[src/rtl/fpmult_pkg.sv]
// Shared constants and types for the FP multiplier back end.
package fpmult_pkg;

    localparam logic [31:0] QNAN    = 32'h7FC00000;
    localparam logic [7:0]  EXP_INF = 8'hFF;

    localparam int MANT_W = 23;
    localparam int EXP_W  = 10;
    localparam int PROD_W = 48;

    // Flags = {NaN, Inf, Overflow, Underflow, Inexact}
    localparam int FLAG_NAN = 4;
    localparam int FLAG_INF = 3;
    localparam int FLAG_OVF = 2;
    localparam int FLAG_UNF = 1;
    localparam int FLAG_INX = 0;

    // InputExc = {any, ANaN, BNaN, AInf, BInf}
    localparam int EXC_ANY  = 4;
    localparam int EXC_ANAN = 3;
    localparam int EXC_BNAN = 2;
    localparam int EXC_AINF = 1;
    localparam int EXC_BINF = 0;

    typedef struct packed {
        logic [31:0] word;
        logic [4:0]  flags;
    } packResult_t;

endpackage

[src/rtl/fpmult_round_rne.sv]
// Round-to-nearest-even of a normalized 23-bit mantissa; a carry out of the
// mantissa wraps it to zero and bumps the exponent.
module fpmult_round_rne
    import fpmult_pkg::*;
(
    input  logic                     [MANT_W-1:0] mant,
    input  logic                                  guard,
    input  logic                                  sticky,
    input  logic signed              [EXP_W-1:0]  expIn,
    output logic                     [MANT_W-1:0] mantRnd,
    output logic signed              [EXP_W-1:0]  expRnd,
    output logic                                  inexact
);

    logic              roundUp;
    logic [MANT_W:0]   mantSum;

    always_comb begin
        roundUp = guard & (sticky | mant[0]);
        mantSum = {1'b0, mant} + {{MANT_W{1'b0}}, roundUp};
        mantRnd = mantSum[MANT_W-1:0];
        expRnd  = mantSum[MANT_W] ? (expIn + 10'sd1) : expIn;
        inexact = guard | sticky;
    end

endmodule

[src/rtl/fpmult_pack_module.sv]
// FP multiplier back end: normalize, round (RNE), classify and pack an
// IEEE-754 single, as a 3-stage pipeline with a global stall.
module fpmult_pack_module #(
    parameter logic [31:0] QNAN = fpmult_pkg::QNAN,
    parameter int          BIAS = 127
) (
    input  logic               clk,
    input  logic               rst,
    input  logic               in_valid,
    output logic               in_ready,
    input  logic               Sp,
    input  logic signed [9:0]  Ep,
    input  logic        [47:0] Mp,
    input  logic        [4:0]  InputExc,
    input  logic               Zp,
    output logic               out_valid,
    input  logic               out_ready,
    output logic        [31:0] P,
    output logic        [4:0]  Flags
);
    import fpmult_pkg::*;

    localparam logic signed [EXP_W-1:0] EXP_OVF = EXP_W'(2 * BIAS + 1);

    logic stall;

    logic                     [MANT_W-1:0] normMant;
    logic                                  normGuard;
    logic                                  normSticky;
    logic signed              [EXP_W-1:0]  normExp;

    logic                                  vld_p0, sign_p0, guard_p0, sticky_p0, zero_p0;
    logic                     [MANT_W-1:0] mant_p0;
    logic signed              [EXP_W-1:0]  exp_p0;
    logic                     [3:0]        exc_p0;

    logic                                  vld_p1, sign_p1, inexact_p1, zero_p1;
    logic                     [MANT_W-1:0] mant_p1;
    logic signed              [EXP_W-1:0]  exp_p1;
    logic                     [3:0]        exc_p1;

    logic                     [MANT_W-1:0] rndMant;
    logic signed              [EXP_W-1:0]  rndExp;
    logic                                  rndInexact;

    packResult_t packed_p1;

    function automatic packResult_t packResult(
        input logic                     sign,
        input logic signed [EXP_W-1:0]  expVal,
        input logic        [MANT_W-1:0] mant,
        input logic                     inexact,
        input logic        [3:0]        exc,
        input logic                     zero
    );
        packResult_t r;
        logic        isInf;
        logic        isNaN;
        r.word  = '0;
        r.flags = '0;
        isInf   = exc[EXC_AINF] | exc[EXC_BINF];
        isNaN   = exc[EXC_ANAN] | exc[EXC_BNAN] | (isInf & zero);
        if (isNaN) begin
            r.word            = QNAN;
            r.flags[FLAG_NAN] = 1'b1;
        end else if (isInf) begin
            r.word            = {sign, EXP_INF, {MANT_W{1'b0}}};
            r.flags[FLAG_INF] = 1'b1;
        end else if (zero) begin
            r.word = {sign, 31'h0};
        end else if (expVal >= EXP_OVF) begin
            r.word            = {sign, EXP_INF, {MANT_W{1'b0}}};
            r.flags[FLAG_INF] = 1'b1;
            r.flags[FLAG_OVF] = 1'b1;
            r.flags[FLAG_INX] = 1'b1;
        end else if (expVal <= 10'sd0) begin
            // No denormal support: anything below the normal range flushes.
            r.word            = {sign, 31'h0};
            r.flags[FLAG_UNF] = 1'b1;
            r.flags[FLAG_INX] = 1'b1;
        end else begin
            r.word            = {sign, expVal[7:0], mant};
            r.flags[FLAG_INX] = inexact;
        end
        return r;
    endfunction

    assign stall    = out_valid & ~out_ready;
    assign in_ready = ~stall;

    always_comb begin
        if (Mp[PROD_W-1]) begin
            normMant   = Mp[46:24];
            normGuard  = Mp[23];
            normSticky = |Mp[22:0];
            normExp    = Ep + 10'sd1;
        end else begin
            normMant   = Mp[45:23];
            normGuard  = Mp[22];
            normSticky = |Mp[21:0];
            normExp    = Ep;
        end
    end

    fpmult_round_rne uRound (
        .mant    (mant_p0),
        .guard   (guard_p0),
        .sticky  (sticky_p0),
        .expIn   (exp_p0),
        .mantRnd (rndMant),
        .expRnd  (rndExp),
        .inexact (rndInexact)
    );

    assign packed_p1 = packResult(sign_p1, exp_p1, mant_p1, inexact_p1, exc_p1, zero_p1);

    always_ff @(posedge clk) begin
        if (rst) begin
            vld_p0     <= 1'b0;
            sign_p0    <= 1'b0;
            exp_p0     <= '0;
            mant_p0    <= '0;
            guard_p0   <= 1'b0;
            sticky_p0  <= 1'b0;
            exc_p0     <= '0;
            zero_p0    <= 1'b0;
            vld_p1     <= 1'b0;
            sign_p1    <= 1'b0;
            exp_p1     <= '0;
            mant_p1    <= '0;
            inexact_p1 <= 1'b0;
            exc_p1     <= '0;
            zero_p1    <= 1'b0;
            out_valid  <= 1'b0;
            P          <= '0;
            Flags      <= '0;
        end else if (!stall) begin
            // S1: normalize the raw product
            vld_p0 <= in_valid;
            if (in_valid) begin
                sign_p0   <= Sp;
                exp_p0    <= normExp;
                mant_p0   <= normMant;
                guard_p0  <= normGuard;
                sticky_p0 <= normSticky;
                exc_p0    <= InputExc[EXC_ANAN:EXC_BINF];
                zero_p0   <= Zp;
            end
            // S2: round to nearest even
            vld_p1 <= vld_p0;
            if (vld_p0) begin
                sign_p1    <= sign_p0;
                exp_p1     <= rndExp;
                mant_p1    <= rndMant;
                inexact_p1 <= rndInexact;
                exc_p1     <= exc_p0;
                zero_p1    <= zero_p0;
            end
            // S3: classify and pack
            out_valid <= vld_p1;
            if (vld_p1) begin
                P     <= packed_p1.word;
                Flags <= packed_p1.flags;
            end
        end
    end

endmodule

[config.mk]
export PLATFORM = sky130hd
export DESIGN_NAME = fpmult_pack_module
export DESIGN_NICKNAME = d
export VERILOG_FILES = /design/src/rtl/fpmult_pkg.sv /design/src/rtl/fpmult_round_rne.sv /design/src/rtl/fpmult_pack_module.sv
export SDC_FILE = /design/constraint.sdc
export NUM_CORES = 1
export LEC_CHECK = 0
export ABC_AREA = 1
export BUFFER_PORTS_ARGS = -buffer_cell sky130_fd_sc_hd__buf_2
export CAP_MARGIN = 20
export CORE_ASPECT_RATIO = 1.2
export CORE_MARGIN = 2
export CORE_UTILIZATION = 25
export CTS_CLUSTER_DIAMETER = 50
export DETAILED_ROUTE_END_ITERATION = 10
export PLACE_DENSITY_LB_ADDON = 0.2
export SLEW_MARGIN = 20
export SYNTH_ARGS = -nofsm -noshare
export SYNTH_HDL_FRONTEND = slang
export SYNTH_HIERARCHICAL = 1
export SYNTH_SLANG_ARGS = --single-unit
[constraint.sdc]
create_clock -name clk -period 2.1 [get_ports clk]
set_clock_uncertainty 0.05 [all_clocks]
set_input_delay 0.63 -clock clk [delete_from_list [all_inputs] [get_ports clk]]
set_output_delay 0.63 -clock clk [all_outputs]
set_load 0.05 [all_outputs]
Word level (Yosys, flattened, before mapping)
Index checks and enable logic that the tools add are counted.
{ "op_classes": {"n_addsub": 3, "magnitude_cmp": 2, "muxes": 20, "bitwise_logic": 10, "reduce_logical": 5} }
{ "ops": {"columns": ["op", "n"], "rows": [
  ["$mux W31", 4],
  ["$mux W32", 1],
  ["$add A23 B1 Y24", 1],
  ["$mux W23", 1],
  ["$reduce_or A23 Y1", 1],
  ["$reduce_or A22 Y1", 1],
  ["$add A10 B2 Y10 const B", 2],
  ["$mux W10", 2],
  ["$ge A10 B9 Y1 const B", 1],
  ["$le A10 B1 Y1 const B", 1],
  ["$mux W1", 8],
  ["$mux W4", 2],
  ["$reduce_and A2 Y1", 3],
  ["$or A1 B1 Y1", 5],
  ["$and A1 B1 Y1", 3],
  ["$mux W3", 1],
  ["$mux W2", 1],
  ["$not A1 Y1", 2]
]} }
{ "totals": {"ff_bits": 121, "inputBits": 69, "out_inout_bits": 39, "word_cells": 58} }

Logic depth before layout (Yosys ltp)
{ "logic_depth": {"depth_word": 6, "ltp_mapped": 11, "mapped_depth_nobuf": 11} }

Modules after synthesis
The synthesis kept the hierarchy.
{ "by_module_without_submodules": {"columns": ["module", "n_inst", "cells_per_inst", "area_each_um2", "seq_area_each_um2"], "rows": [
  ["fpmult_pack_module", 1, 651, 4914.7, 2422.3],
  ["fpmult_round_rne", 1, 203, 1012.2, 0.0]
]} }

Least setup slack after synthesis
Ideal clock, no wire load.
{ "synth_path": {"path_kind": "reg2out", "start": "reg out_valid", "end": "out in_ready", "arrival_ns": 1.085, "required_time_ns": 1.420, "slack_ns": 0.335, "path_stages_with_launch": 4, "path_buffers": 0, "cell_sequence": "dfxtp_1 inv_1 nor2_4 inv_2"} }
{ "synth_between": {"elab_chain_cells": 2} }
{ "synth_lines": {"columns": ["item", "line", "text"], "rows": [
  ["start: declaration", "fpmult_pack_module.sv:16", "output logic out_valid,"],
  ["start signal: assignment", "fpmult_pack_module.sv:160", "out_valid <= vld_p1;"],
  ["$and A1 B1 Y1", "fpmult_pack_module.sv:88", "assign stall = out_valid & ~out_ready;"],
  ["$not A1 Y1 (no line)", null, null],
  ["end: declaration", "fpmult_pack_module.sv:10", "output logic in_ready,"]
]} }
No other way between the ends.

Worst setup path in the final report
{ "layout_path": {"start": "reg mant_p0[0]", "end": "reg mant_p1[16]"} }
{ "layout_between": {"elab_chain_cells": 3} }
{ "layout_lines": {"columns": ["item", "line", "text"], "rows": [
  ["start: declaration", "fpmult_pack_module.sv:33", "logic [MANT_W-1:0] mant_p0;"],
  ["start signal: assignment", "fpmult_pack_module.sv:143", "mant_p0 <= normMant;"],
  ["$or A1 B1 Y1", "fpmult_round_rne.sv:19", "roundUp = guard & (sticky | mant[0]);"],
  ["$and A1 B1 Y1", "fpmult_round_rne.sv:19", null],
  ["$add A23 B1 Y24 *", "fpmult_round_rne.sv:20", "mantSum = {1'b0, mant} + {{MANT_W{1'b0}}, roundUp};"],
  ["named net rndMant[16]", "fpmult_pack_module.sv:42", "logic [MANT_W-1:0] rndMant;"],
  ["end signal: assignment", "fpmult_pack_module.sv:154", "mant_p1 <= rndMant;"],
  ["end: declaration", "fpmult_pack_module.sv:38", "logic [MANT_W-1:0] mant_p1;"]
]} }
The timed path passes the listed nets; every way through them passes the cells marked *.
A chain may end at the register's enable or synchronous reset.

==> results.md <==
| Result | Value |
|:---|:---|
| Kind of launch point of the worst setup path | register |
| Post-synthesis sequential area ratio | 40.9% |
| Unique cell type count in the Yosys netlist | 34 |
| Unrepaired setup endpoints after global routing | false |
| Vertical extent of the die | 173 um |
| Area of the mapped netlist | 0.00593 mm2 |
| Cell type of the slowest stage on the worst timing path | sky130_fd_sc_hd__dfxtp_1 |
| All-layer global routing usage | 13.3% |
| Clock latency on the worst-skew pair | 0.42 ns |
| Number of buffers and inverters on the critical path | 1 |
| Number of port buffers | 106 |
| Worst VDD drop | 532 uV |
| Wire length of the first global-routing pass | 26.7 mm |
| Syn_area_per_cell | 6.94 um2 |
| Setup_tns | 0 ns |
| Final setup fails | 0 |
| Clock Power Share | 45.2% |
| Root buffer cell | sky130_fd_sc_hd__clkbuf_16 |
| Family with the most delay on the worst path | simple AND/OR/NAND/NOR gates |
| GPL Wtd Cong | 0.796 |
| TritonCTS sink count | 121 |
| Upper clock frequency limit | 0.527 GHz |
| Final clock period utilization by the worst path | 90.3% |
| Switching part of the total power | 27.9% |
| Largest net degree at the start of global routing | 45 |
| Effective utilization at floorplan | 25.5% |
| Antenna violations before repair | 0 |
| WL/cell | 12.5 um |
| Post-route insts no fill | 1286 |
| Diodes inserted | 0 |
| Power dissipated by switching net loads | 1.67 mW |
| Leakage component of the power | 3.19 nW |
| DRC Markers | 0 |
| Via count of the first global-routing pass | 5367 |
| Post-synthesis instance total | 854 |
| Detailed Place HPWL | 11.9 mm |
| Total gr overflow | 0 |
| TritonCTS clock tree | yes |
| H-tree level count | 4 |
| Setup slack at placement | 0.143 ns |
| Transition at the pin with the smallest max-transition slack | 0.503 ns |
| Number of core rows | 61 |
| Final Routed Wirelength | 16.0 mm |
| Post-Synthesis Net Count | 927 |
| Power per cell area | 808 mW/mm2 |
| Number of violations of the max-capacitance limit | 0 |
| CORE AREA | 0.0232 mm2 |
| Combinational share of power | 12.3% |
| Most common cell after layout, fill and taps aside | sky130_fd_sc_hd__nand2_1 |
| Total number of vias | 5647 |
| Maximum single-stage delay on the critical path | 0.36 ns |
| Flops & latches, synth | 121 |
| Post-route ant nets | 0 |
| Design internal power | 4.32 mW |
| Critical setup path kind | register to register |
| Result of the run | completed |
| Vias per cell | 4.39 |
| Number of instances in the placed design | 1253 |
| Commonest non-fill, non-tap cells in the layout | sky130_fd_sc_hd__nand2_1, sky130_fd_sc_hd__nor2_1, sky130_fd_sc_hd__dfxtp_1 |
| Ports placed on the boundary | 108 |
| Final Hold Fails | 0 |
| Number of detailed-routing iterations run before antenna repair | 5 |
| Maximum buffer depth of the clock tree | 2 |
| Full die area | 0.0250 mm2 |
| Final-report max-slew violation count | 0 |
| Min Clock Period, post-route | 1.90 ns |
| Yosys warning count | 6 |
| Clock transition at the register clock pins on the worst setup and hold paths after CTS | 0.06 ns |
| Least setup slack across all paths after layout | 0.203 ns |
| Final #Nets | 1031 |
| Number of fillers in the final layout | 2620 |
| Hold crit path type | input port to register |
| Relative area change from synthesis to final layout | 25.1% |
| CP arrival | 2.21 ns |
| Overall power consumption | 5.99 mW |
| Category of the worst setup path capture point | register |
| Worst path cell trace | o21a_1 -> ha_1 -> ha_1 -> nand3_2 -> inv_1 -> nand2_1 -> nor2_1 -> xor2_1 -> o21ai_0 -> nor2_1 |
| DR iter-0 viols | 328 |
| Layout cell share with drive strength beyond 1 | 20.1% |
| Required time of the critical path | 2.41 ns |
| CTS hold repair buffers | 0 |
| CP max FO | 4 |
| CTS Buf Count | 17 |
| Width of the chip | 145 um |
| Share of total power in sequential cells | 42.4% |
| Headroom to the max-slew limit | 66.4% |
-- power groups by stage --
| stage | combinational, mW | clock (mW) | sequential [mW] |
|---|---|---|---|
| floorplan | 0.465 | 0 | 2.62 |
| global placement | 0.745 | 0 | 2.59 |
| CTS | 0.752 | 2.79 | 2.54 |
| global route | 0.848 | 2.88 | 2.56 |
| detailed placement | 0.750 | 0 | 2.59 |
| finish | 0.740 | 2.71 | 2.54 |
-- metrics by stage --
stage	area [um2]	hold slack (ns)	utilization, %
global placement	6860	0.390	29.6
CTS	7400	0.361	31.9
finish	7410	0.379	31.9
global route	7410	0.388	31.9
floorplan	5930	0.383	-
detailed placement	6860	0.394	29.6
-- worst register-to-register path, stage by stage (launching register included) --
cell and delay [ns]:
sky130_fd_sc_hd__dfxtp_1 0.36, sky130_fd_sc_hd__o21a_1 0.13, sky130_fd_sc_hd__ha_1 0.18, sky130_fd_sc_hd__ha_1 0.19, sky130_fd_sc_hd__nand3_2 0.12, sky130_fd_sc_hd__inv_1 0.12, sky130_fd_sc_hd__nand2_1 0.11, sky130_fd_sc_hd__nor2_1 0.15
sky130_fd_sc_hd__xor2_1 0.22, sky130_fd_sc_hd__o21ai_0 0.12, sky130_fd_sc_hd__nor2_1 0.08
-- area by class of cell --
class	count	area (um2)	share of cell area (%)
well taps	315	394	5.32
clock buffers	21	440	5.94
multi-input cells	641	3100	41.9
flip-flops and latches	121	2420	32.7
repair buffers	129	766	10.3
clock inverters	11	100	1.35
inverters	48	185	2.50
-- synthesized netlist by cell type, drive strengths merged --
cell,n,share of area (%)
clkbuf,21,1.3
o21ai,98,8.3
o221ai,1,0.15
inv,48,3.1
nand4,28,3.0
or2,3,0.32
nor4,3,0.32
o21a,2,0.25
xor2,16,2.4
nand3,28,2.5
nand2,211,14
nor2,160,12
o31ai,3,0.38
xnor2,8,1.2
a211oi,1,0.13
ha,4,0.84
a31oi,25,2.6
a21oi,43,3.6
buf,23,2.5
dfxtp,121,41
nand3b,4,0.51
nor3,3,0.25
-- what timing repair did --
item | in CTS | in global routing
hold endpoints to repair | 0 | 0
setup buffers | 0 | 1
setup endpoints to repair | 0 | 6
resized for setup | 0 | 2
-- final timing paths --
check | start | end | slack [ns] | depth (start not counted)
min reg2reg | exc_p1[1] | exc_p1[1] | 0.40 | 2
min | InputExc[0] | exc_p0[0] | 0.38 | 3
max | mant_p0[0] | mant_p1[16] | 0.20 | 10
max reg2reg | mant_p0[0] | mant_p1[16] | 0.20 | 10
-- routing by layer --
layer  routed length [um]  up-vias  global-route usage, %
met5                    0        -                      0
met4                  199        0                   4.53
met3                  888       14                   4.10
met2                 7080      115                   20.7
met1                 7870     2499                   17.6
li1                     -     3019                      -
-- sequential cells by signal, summed over array words and instances (netlist names) --
| signal | count |
|---|---|
| Flags | 5 |
| P | 32 |
| exc_p0 | 4 |
| exc_p1 | 4 |
| exp_p0 | 10 |
| exp_p1 | 10 |
| guard_p0 | 1 |
| inexact_p1 | 1 |
| mant_p0 | 23 |
| mant_p1 | 23 |
| out_valid | 1 |
| sign_p0 | 1 |
| sign_p1 | 1 |
| sticky_p0 | 1 |
| vld_p0 | 1 |
| vld_p1 | 1 |
| zero_p0 | 1 |
| zero_p1 | 1 |
-- cell families (layout without fill, tap and decap cells) --
kind of cell | Yosys count | after routing | share of synthesized area, %
AND/OR/NAND/NOR | 440 | 440 | 32.3
AO/OA/AOI/OAI | 173 | 173 | 15.5
flip-flops | 121 | 121 | 40.9
buffers and inverters | 92 | 209 | 6.92
XOR/XNOR | 24 | 24 | 3.55
adder cells (fa/ha/maj) | 4 | 4 | 0.844
Power figures use the tool's default switching activity.
